**src/rtl/arith_issue_queue_pkg.sv**
```systemverilog
// ============================================================================
//  Module      : arith_issue_queue_pkg
//  Description : Shared definitions for the arithmetic issue queue: default
//                sizing and the arithmetic uop encodings understood by the
//                arithmetic FU.
//  Revision    : 1.0 - initial release
// ============================================================================
`default_nettype none

package arith_issue_queue_pkg;

  // Default sizing of the arithmetic reservation station and its neighbours.
  localparam int XLEN_DEF          = 32;
  localparam int ROB_SIZE_DEF      = 256;
  localparam int PHYS_REG_SIZE_DEF = 256;
  localparam int UOP_SIZE_DEF      = 16;
  localparam int RS_DEPTH_DEF      = 8;

  // Arithmetic uop encodings, shared with the other FU queues.
  typedef enum logic [3:0] {
    UOP_ADD  = 4'd0,
    UOP_SUB  = 4'd1,
    UOP_SLT  = 4'd2,
    UOP_SLTU = 4'd3
  } arith_uop_e;

endpackage

`default_nettype wire

```
**src/rtl/arith_issue_queue_pick_oldest.sv**
```systemverilog
// ============================================================================
//  Module      : arith_issue_queue_pick_oldest
//  Description : Oldest-first picker. Slot 0 is the oldest entry, so the
//                lowest set bit of the ready vector wins.
//  Ports       : req    - per-slot ready vector
//                onehot - one-hot grant (all zero when nothing is ready)
//                idx    - binary index of the granted slot
//                any    - at least one slot is ready
//  Revision    : 1.0 - initial release
// ============================================================================
`default_nettype none

module arith_issue_queue_pick_oldest
  import arith_issue_queue_pkg::*;
#(
  parameter int DEPTH = RS_DEPTH_DEF
) (
  input  logic [DEPTH-1:0]         req,
  output logic [DEPTH-1:0]         onehot,
  output logic [$clog2(DEPTH)-1:0] idx,
  output logic                     any
);

  localparam int IW = $clog2(DEPTH);

  // Scan from the youngest slot down so the last hit is the oldest one.
  always_comb begin
    onehot = '0;
    idx    = '0;
    any    = 1'b0;
    for (int i = DEPTH - 1; i >= 0; i--) begin
      if (req[i]) begin
        onehot    = '0;
        onehot[i] = 1'b1;
        idx       = IW'(i);
        any       = 1'b1;
      end
    end
  end

endmodule

`default_nettype wire

```
**src/rtl/arith_issue_queue.sv**
```systemverilog
// ============================================================================
//  Module      : arith_issue_queue
//  Description : Reservation station for the single-cycle arithmetic FU.
//                Collapsing queue (slot 0 oldest) that captures operands from
//                the CDB and issues the oldest fully-ready uop each cycle.
//  Ports       : clk/rst        - clock, synchronous active-high reset
//                flush          - drop every entry (mispredict recovery)
//                alloc_*        - dispatch interface (valid/ready handshake)
//                cdb_*          - result broadcast used for operand wakeup
//                fu_ready       - FU can take an issue this cycle
//                issue_*        - registered issue to the FU
//                occupancy      - number of valid entries
//  Revision    : 1.0 - initial release
// ============================================================================
`default_nettype none

module arith_issue_queue
  import arith_issue_queue_pkg::*;
#(
  parameter int XLEN          = XLEN_DEF,
  parameter int ROB_SIZE      = ROB_SIZE_DEF,
  parameter int PHYS_REG_SIZE = PHYS_REG_SIZE_DEF,
  parameter int UOP_SIZE      = UOP_SIZE_DEF,
  parameter int RS_DEPTH      = RS_DEPTH_DEF
) (
  input  logic                         clk,
  input  logic                         rst,
  input  logic                         flush,
  input  logic                         alloc_valid,
  output logic                         alloc_ready,
  input  logic [$clog2(UOP_SIZE)-1:0]  alloc_uop,
  input  logic [$clog2(ROB_SIZE)-1:0]  alloc_rob,
  input  logic [$clog2(PHYS_REG_SIZE)-1:0] alloc_dest,
  input  logic [$clog2(PHYS_REG_SIZE)-1:0] alloc_src1_tag,
  input  logic                         alloc_src1_rdy,
  input  logic [XLEN-1:0]              alloc_src1_val,
  input  logic [$clog2(PHYS_REG_SIZE)-1:0] alloc_src2_tag,
  input  logic                         alloc_src2_rdy,
  input  logic [XLEN-1:0]              alloc_src2_val,
  input  logic [XLEN-1:0]              alloc_pc,
  input  logic                         cdb_valid,
  input  logic [$clog2(PHYS_REG_SIZE)-1:0] cdb_tag,
  input  logic [XLEN-1:0]              cdb_data,
  input  logic                         fu_ready,
  output logic                         issue_valid,
  output logic [$clog2(UOP_SIZE)-1:0]  issue_uop,
  output logic [$clog2(ROB_SIZE)-1:0]  issue_rob,
  output logic [$clog2(PHYS_REG_SIZE)-1:0] issue_dest,
  output logic [XLEN-1:0]              issue_rs1,
  output logic [XLEN-1:0]              issue_rs2,
  output logic [XLEN-1:0]              issue_pc,
  output logic [$clog2(RS_DEPTH):0]    occupancy
);

  localparam int TW = $clog2(PHYS_REG_SIZE);
  localparam int RW = $clog2(ROB_SIZE);
  localparam int UW = $clog2(UOP_SIZE);
  localparam int IW = $clog2(RS_DEPTH);
  localparam int CW = IW + 1;

  typedef struct packed {
    logic [UW-1:0]   uop;
    logic [RW-1:0]   rob;
    logic [TW-1:0]   dest;
    logic [TW-1:0]   s1_tag;
    logic            s1_rdy;
    logic [XLEN-1:0] s1_val;
    logic [TW-1:0]   s2_tag;
    logic            s2_rdy;
    logic [XLEN-1:0] s2_val;
    logic [XLEN-1:0] pc;
  } entry_t;

  typedef struct packed {
    logic [UW-1:0]   uop;
    logic [RW-1:0]   rob;
    logic [TW-1:0]   dest;
    logic [XLEN-1:0] rs1;
    logic [XLEN-1:0] rs2;
    logic [XLEN-1:0] pc;
  } issue_t;

  // Capture a broadcast result into any still-waiting source of an entry.
  function automatic entry_t wake(input entry_t          e,
                                  input logic            cv,
                                  input logic [TW-1:0]   ct,
                                  input logic [XLEN-1:0] cd);
    entry_t r;
    r = e;
    if (cv && !e.s1_rdy && (e.s1_tag == ct)) begin
      r.s1_rdy = 1'b1;
      r.s1_val = cd;
    end
    if (cv && !e.s2_rdy && (e.s2_tag == ct)) begin
      r.s2_rdy = 1'b1;
      r.s2_val = cd;
    end
    return r;
  endfunction

  entry_t              ent_q  [RS_DEPTH];
  entry_t              ent_d  [RS_DEPTH];
  entry_t              ent_up [RS_DEPTH];
  entry_t              alloc_ent;
  logic [CW-1:0]       count_q, count_d;
  issue_t              issue_q, issue_d;
  logic                issue_valid_q, issue_valid_d;
  logic [RS_DEPTH-1:0] rdy_vec;
  logic [RS_DEPTH-1:0] pick_onehot;
  logic [IW-1:0]       pick_idx;
  logic                pick_any;
  logic                issue_fire;
  logic                alloc_fire;
  logic [IW-1:0]       alloc_slot;

  // Readiness comes only from registered state, so a wakeup at one edge
  // makes the entry selectable in the following cycle.
  always_comb begin
    for (int i = 0; i < RS_DEPTH; i++) begin
      rdy_vec[i] = (CW'(i) < count_q) && ent_q[i].s1_rdy && ent_q[i].s2_rdy;
    end
  end

  arith_issue_queue_pick_oldest #(
    .DEPTH (RS_DEPTH)
  ) u_pick (
    .req    (rdy_vec),
    .onehot (pick_onehot),
    .idx    (pick_idx),
    .any    (pick_any)
  );

  // No credit is given for a same-cycle issue: a full queue stays closed.
  assign alloc_ready = (count_q < CW'(RS_DEPTH));
  assign alloc_fire  = alloc_valid && alloc_ready;
  assign issue_fire  = fu_ready && pick_any;

  // Neighbour-above view for the collapse; the top slot has no neighbour
  // and becomes invalid whenever a shift happens.
  for (genvar g = 0; g < RS_DEPTH; g++) begin : g_shift
    if (g < RS_DEPTH - 1) begin : g_mid
      assign ent_up[g] = ent_q[g+1];
    end else begin : g_top
      assign ent_up[g] = ent_q[g];
    end
  end

  always_comb begin
    alloc_ent.uop    = alloc_uop;
    alloc_ent.rob    = alloc_rob;
    alloc_ent.dest   = alloc_dest;
    alloc_ent.s1_tag = alloc_src1_tag;
    alloc_ent.s1_rdy = alloc_src1_rdy;
    alloc_ent.s1_val = alloc_src1_val;
    alloc_ent.s2_tag = alloc_src2_tag;
    alloc_ent.s2_rdy = alloc_src2_rdy;
    alloc_ent.s2_val = alloc_src2_val;
    alloc_ent.pc     = alloc_pc;
  end

  // Entry next-state: collapse over the issued slot, then wake the shifted
  // data; a new uop lands just above the surviving entries and is woken too
  // (dispatch/CDB bypass).
  always_comb begin
    alloc_slot = IW'(count_q - CW'(issue_fire));
    for (int i = 0; i < RS_DEPTH; i++) begin
      if (issue_fire && (IW'(i) >= pick_idx)) begin
        ent_d[i] = wake(ent_up[i], cdb_valid, cdb_tag, cdb_data);
      end else begin
        ent_d[i] = wake(ent_q[i], cdb_valid, cdb_tag, cdb_data);
      end
    end
    if (alloc_fire && !flush) begin
      ent_d[alloc_slot] = wake(alloc_ent, cdb_valid, cdb_tag, cdb_data);
    end
  end

  always_comb begin
    if (flush) begin
      count_d = '0;
    end else begin
      count_d = count_q + CW'(alloc_fire) - CW'(issue_fire);
    end
  end

  // Issue registers hold their last value when nothing issues.
  always_comb begin
    issue_d       = issue_q;
    issue_valid_d = 1'b0;
    if (issue_fire && !flush) begin
      issue_valid_d = 1'b1;
      for (int i = 0; i < RS_DEPTH; i++) begin
        if (pick_onehot[i]) begin
          issue_d.uop  = ent_q[i].uop;
          issue_d.rob  = ent_q[i].rob;
          issue_d.dest = ent_q[i].dest;
          issue_d.rs1  = ent_q[i].s1_val;
          issue_d.rs2  = ent_q[i].s2_val;
          issue_d.pc   = ent_q[i].pc;
        end
      end
    end
  end

  always_ff @(posedge clk) begin
    if (rst) begin
      count_q       <= '0;
      issue_valid_q <= 1'b0;
      issue_q       <= '0;
      for (int i = 0; i < RS_DEPTH; i++) begin
        ent_q[i] <= '0;
      end
    end else begin
      count_q       <= count_d;
      issue_valid_q <= issue_valid_d;
      issue_q       <= issue_d;
      for (int i = 0; i < RS_DEPTH; i++) begin
        ent_q[i] <= ent_d[i];
      end
    end
  end

  assign issue_valid = issue_valid_q;
  assign issue_uop   = issue_q.uop;
  assign issue_rob   = issue_q.rob;
  assign issue_dest  = issue_q.dest;
  assign issue_rs1   = issue_q.rs1;
  assign issue_rs2   = issue_q.rs2;
  assign issue_pc    = issue_q.pc;
  assign occupancy   = count_q;

endmodule

`default_nettype wire

```
**config.mk**
```make
export PLATFORM = sky130hd
export DESIGN_NAME = arith_issue_queue
export DESIGN_NICKNAME = d
export VERILOG_FILES = /design/src/rtl/arith_issue_queue_pkg.sv /design/src/rtl/arith_issue_queue_pick_oldest.sv /design/src/rtl/arith_issue_queue.sv
export SDC_FILE = /design/constraint.sdc
export NUM_CORES = 2
export LEC_CHECK = 0
export CORE_UTILIZATION = 25
export DETAILED_ROUTE_END_ITERATION = 12
export PLACE_DENSITY_LB_ADDON = 0.25
export SLEW_MARGIN = 0
export SYNTH_ARGS = -nofsm -noshare
export SYNTH_HDL_FRONTEND = slang
export SYNTH_SLANG_ARGS = --single-unit
```
**constraint.sdc**
```tcl
create_clock -name clk -period 3.8 [get_ports clk]
set_clock_uncertainty 0.2 [all_clocks]
set_input_delay 0.76 -clock clk [delete_from_list [all_inputs] [get_ports clk]]
set_output_delay 0.76 -clock clk [all_outputs]
set_load 0.03 [all_outputs]
```
==> reports/qor.txt <==
Commonest non-fill, non-tap cell in the layout -> dfxtp_1
Core Box Area -> 249000 um2
Slew Viols, Final -> 0
Share of the synthesized area in the top cell type -> 38.0%
Top_reg_cell synth -> dfxtp_1
Number of buffers and inverters on the critical path -> 5
Final Util -> 31.8%
I/O pin cnt -> 302
Synthesized instance count -> 7732
CTS HTree Levels -> 4
Worst R2R Setup Slack -> 0.09 ns
Routed via count -> 66640
Area growth from synthesis to layout -> 26.1%
Leakage power total -> 27.7 nW
Seq cells post-synth -> 1193
Number of synthesized flops with an enable pin -> 0
Final Non-Filler Cells -> 11317
Max VDD drop -> 465 uV
Worst-Skew Late Latency -> 0.84 ns
Vias per Instance -> 5.89
Commonest non-fill, non-tap cells in the layout -> dfxtp_1, nand2_1, nor2_1
Antenna violations before repair -> 19
Post-synthesis instance area -> 62900 um2
Worst path max stage delay -> 0.33 ns
Max Cap Viol -> 0
First DRT Iteration DRCs -> 8011
First-pass GRT wire length -> 451000 um
Final worst-path cycle share -> 97.7%
Net Count, Synth -> 7921
Status -> completed
Pwr Total -> 29.7 mW
Post-route DRC -> 0
Register area -> 23900 um2
Final setup fails -> 0
Site Rows -> 183
Area of the die -> 254000 um2
Critical path's slowest cell -> dfxtp_2
GRT overflow -> 0
Worst relative slew slack -> 24.2%
CTS root buf -> clkbuf_16
Fraction of layout instances using a drive strength above 1 -> 13.8%
Post-route minimum period -> 3.71 ns
Total track usage -> 23.7%
Detail Route Antenna Nets -> 0
Vias in the first global route -> 64211
WL final -> 315000 um
Worst Hold Slack -> 0.193 ns
Class of the worst hold path -> input pin to flip-flop
Nets@finish -> 8058
Largest net degree at the start of global routing -> 149
Power per standard cell area -> 375 nW/um2
Die Span Y -> 504 um
Crit Path Class -> flip-flop to flip-flop
DR WL/cell -> 27.8 um
IO Port Bufs -> 301
Worst-path clk slew -> 0.06 ns
Fill count -> 25816
TritonCTS Buffers -> 150
Final GP Congestion -> 0.889
Final hold viol count -> 0
Unique masters post-synth -> 84
CP required -> 4.31 ns
Setup crit start kind -> flip-flop
Post-DP HPWL -> 195000 um
CP max FO -> 15
CTS tree -> done
Seq/Total Area, Yosys -> 38.0%
Die W -> 504 um
Dominant cell type by area after synthesis -> dfxtp_1
Clk sink count -> 1193
Worst slew pin tran -> 1.14 ns
Placed Cells incl. Taps -> 11029
Avg Inst Size Synth -> 8.13 um2
Multi-input logic area -> 35400 um2
Cells along the critical path -> inv_4 -> ha_4 -> nor3b_4 -> o22a_4 -> nand3_2 -> o31a_1 -> ha_1 -> ha_2 -> xnor2_2 -> buf_4 -> nand3b_1 -> buf_4 -> nor2b_4 -> buf_12 -> buf_12 -> o221ai_1 -> o22ai_1
Cell family with most CP delay -> buffers and inverters
Nature of the critical path endpoint -> flip-flop
Asr flop ratio synth -> 0%
Initial Util -> 25.2%
Maximum clock rate -> 269 MHz
Drt pass-1 iters -> 6
Main area contributors after synthesis -> dfxtp_1, nand2_1, nor2_1
Clk buf depth -> 3
Synthesis Warnings -> 0
CP arrival -> 4.23 ns
-- layer usage --
metal	vias up	global-route usage, %	wire length, um
li1	29189	-	-
met4	14	10.7	14400
met3	794	5.41	31100
met5	-	0	85
met1	32737	31.7	133000
met2	3906	36.1	136000
-- cells by family (layout without fill, tap and decap cells) --
family,after synthesis,after routing,share of synthesized area [%]
fa+ha+maj,9,9,0.191
buf+inv,985,1234,6.55
other cells,0,6,0
simple gates,2697,2697,18.5
compound gates,2342,2342,28.9
mux,358,358,5.84
xor+xnor,148,148,2.06
flops,1193,1193,38.0
-- synth_stat cells (43+ instances only) --
library cell and number:
nor2_1 983, nand2b_1 43, o31ai_1 115, and3_1 69, o21ai_0 269, or3_1 163
o22ai_1 318, a221o_1 179, nor4_1 116, nor3_1 80, clkbuf_1 635, a211oi_1 262
xnor2_1 106, clkbuf_2 52, o221ai_1 130, mux2i_1 287, a22oi_1 116, dfxtp_1 1193
a221oi_1 153, a311oi_1 409, nand2_1 1099, a21oi_1 120, buf_2 199, mux2_2 71
-- cell type report --
type | instances | share of cell area, %
multi-input combinational | 5554 | 44.7
antenna | 6 | 0.0189
timing repair buffer | 938 | 13.4
inverter | 32 | 0.155
sequential | 1193 | 30.1
clock inverter | 50 | 0.862
tap | 3330 | 5.26
clock buffer | 214 | 5.44
-- worst paths after layout --
path	cells past startpoint	end	start
worst max-delay path	17	ent_q[1][37]$_SDFF_PP0_	occupancy[3]$_SDFF_PP0_
worst min register to register	2	flip-flop	flip-flop
worst min-delay path	2	ent_q[1][173]$_SDFF_PP0_	rst
worst max register to register	17	ent_q[1][37]$_SDFF_PP0_	occupancy[3]$_SDFF_PP0_
-- registers in the layout, summed over array words and instances, names as in the netlist, named ones only --
name and cells:
issue_rs2 32, issue_rob 8, occupancy 4, issue_valid 1
issue_pc 32, ent_q 1004, issue_uop 4, issue_dest 8
issue_rs1 32
-- power by group --
part | total (mW) | switching, mW | internal, mW
Sequential | 12.8 | 0.116 | 12.7
Clock | 14.8 | 6.31 | 8.45
Combinational | 2.14 | 1.32 | 0.813
Total | 29.7 | 7.75 | 22.0
-- stage by stage --
| step | area (um2) | TNS (ns) | setup WS (ns) |
|---|---|---|---|
| global placement | 73900 | -1.77 | -0.224 |
| floorplan | 63000 | 0 | 0.0294 |
| global route | 79300 | -0.431 | -0.0305 |
| detailed placement | 73900 | -1.44 | -0.208 |
| finish | 79300 | 0 | 0.0857 |
| CTS | 79000 | 0 | 0.0436 |
-- timing repair --
| action | CTS | global route |
|---|---|---|
| hold buffers | 0 | 0 |
| endpoints found under the hold margin | 0 | 0 |
| gates resized for setup | 2 | 26 |
| buffers inserted | 5 | 9 |
| endpoints found under the setup margin | 49 | 347 |
| cloned | 0 | 4 |
| pin swaps | 2 | 2 |
Note: power is estimated with default switching activity, not from simulation.
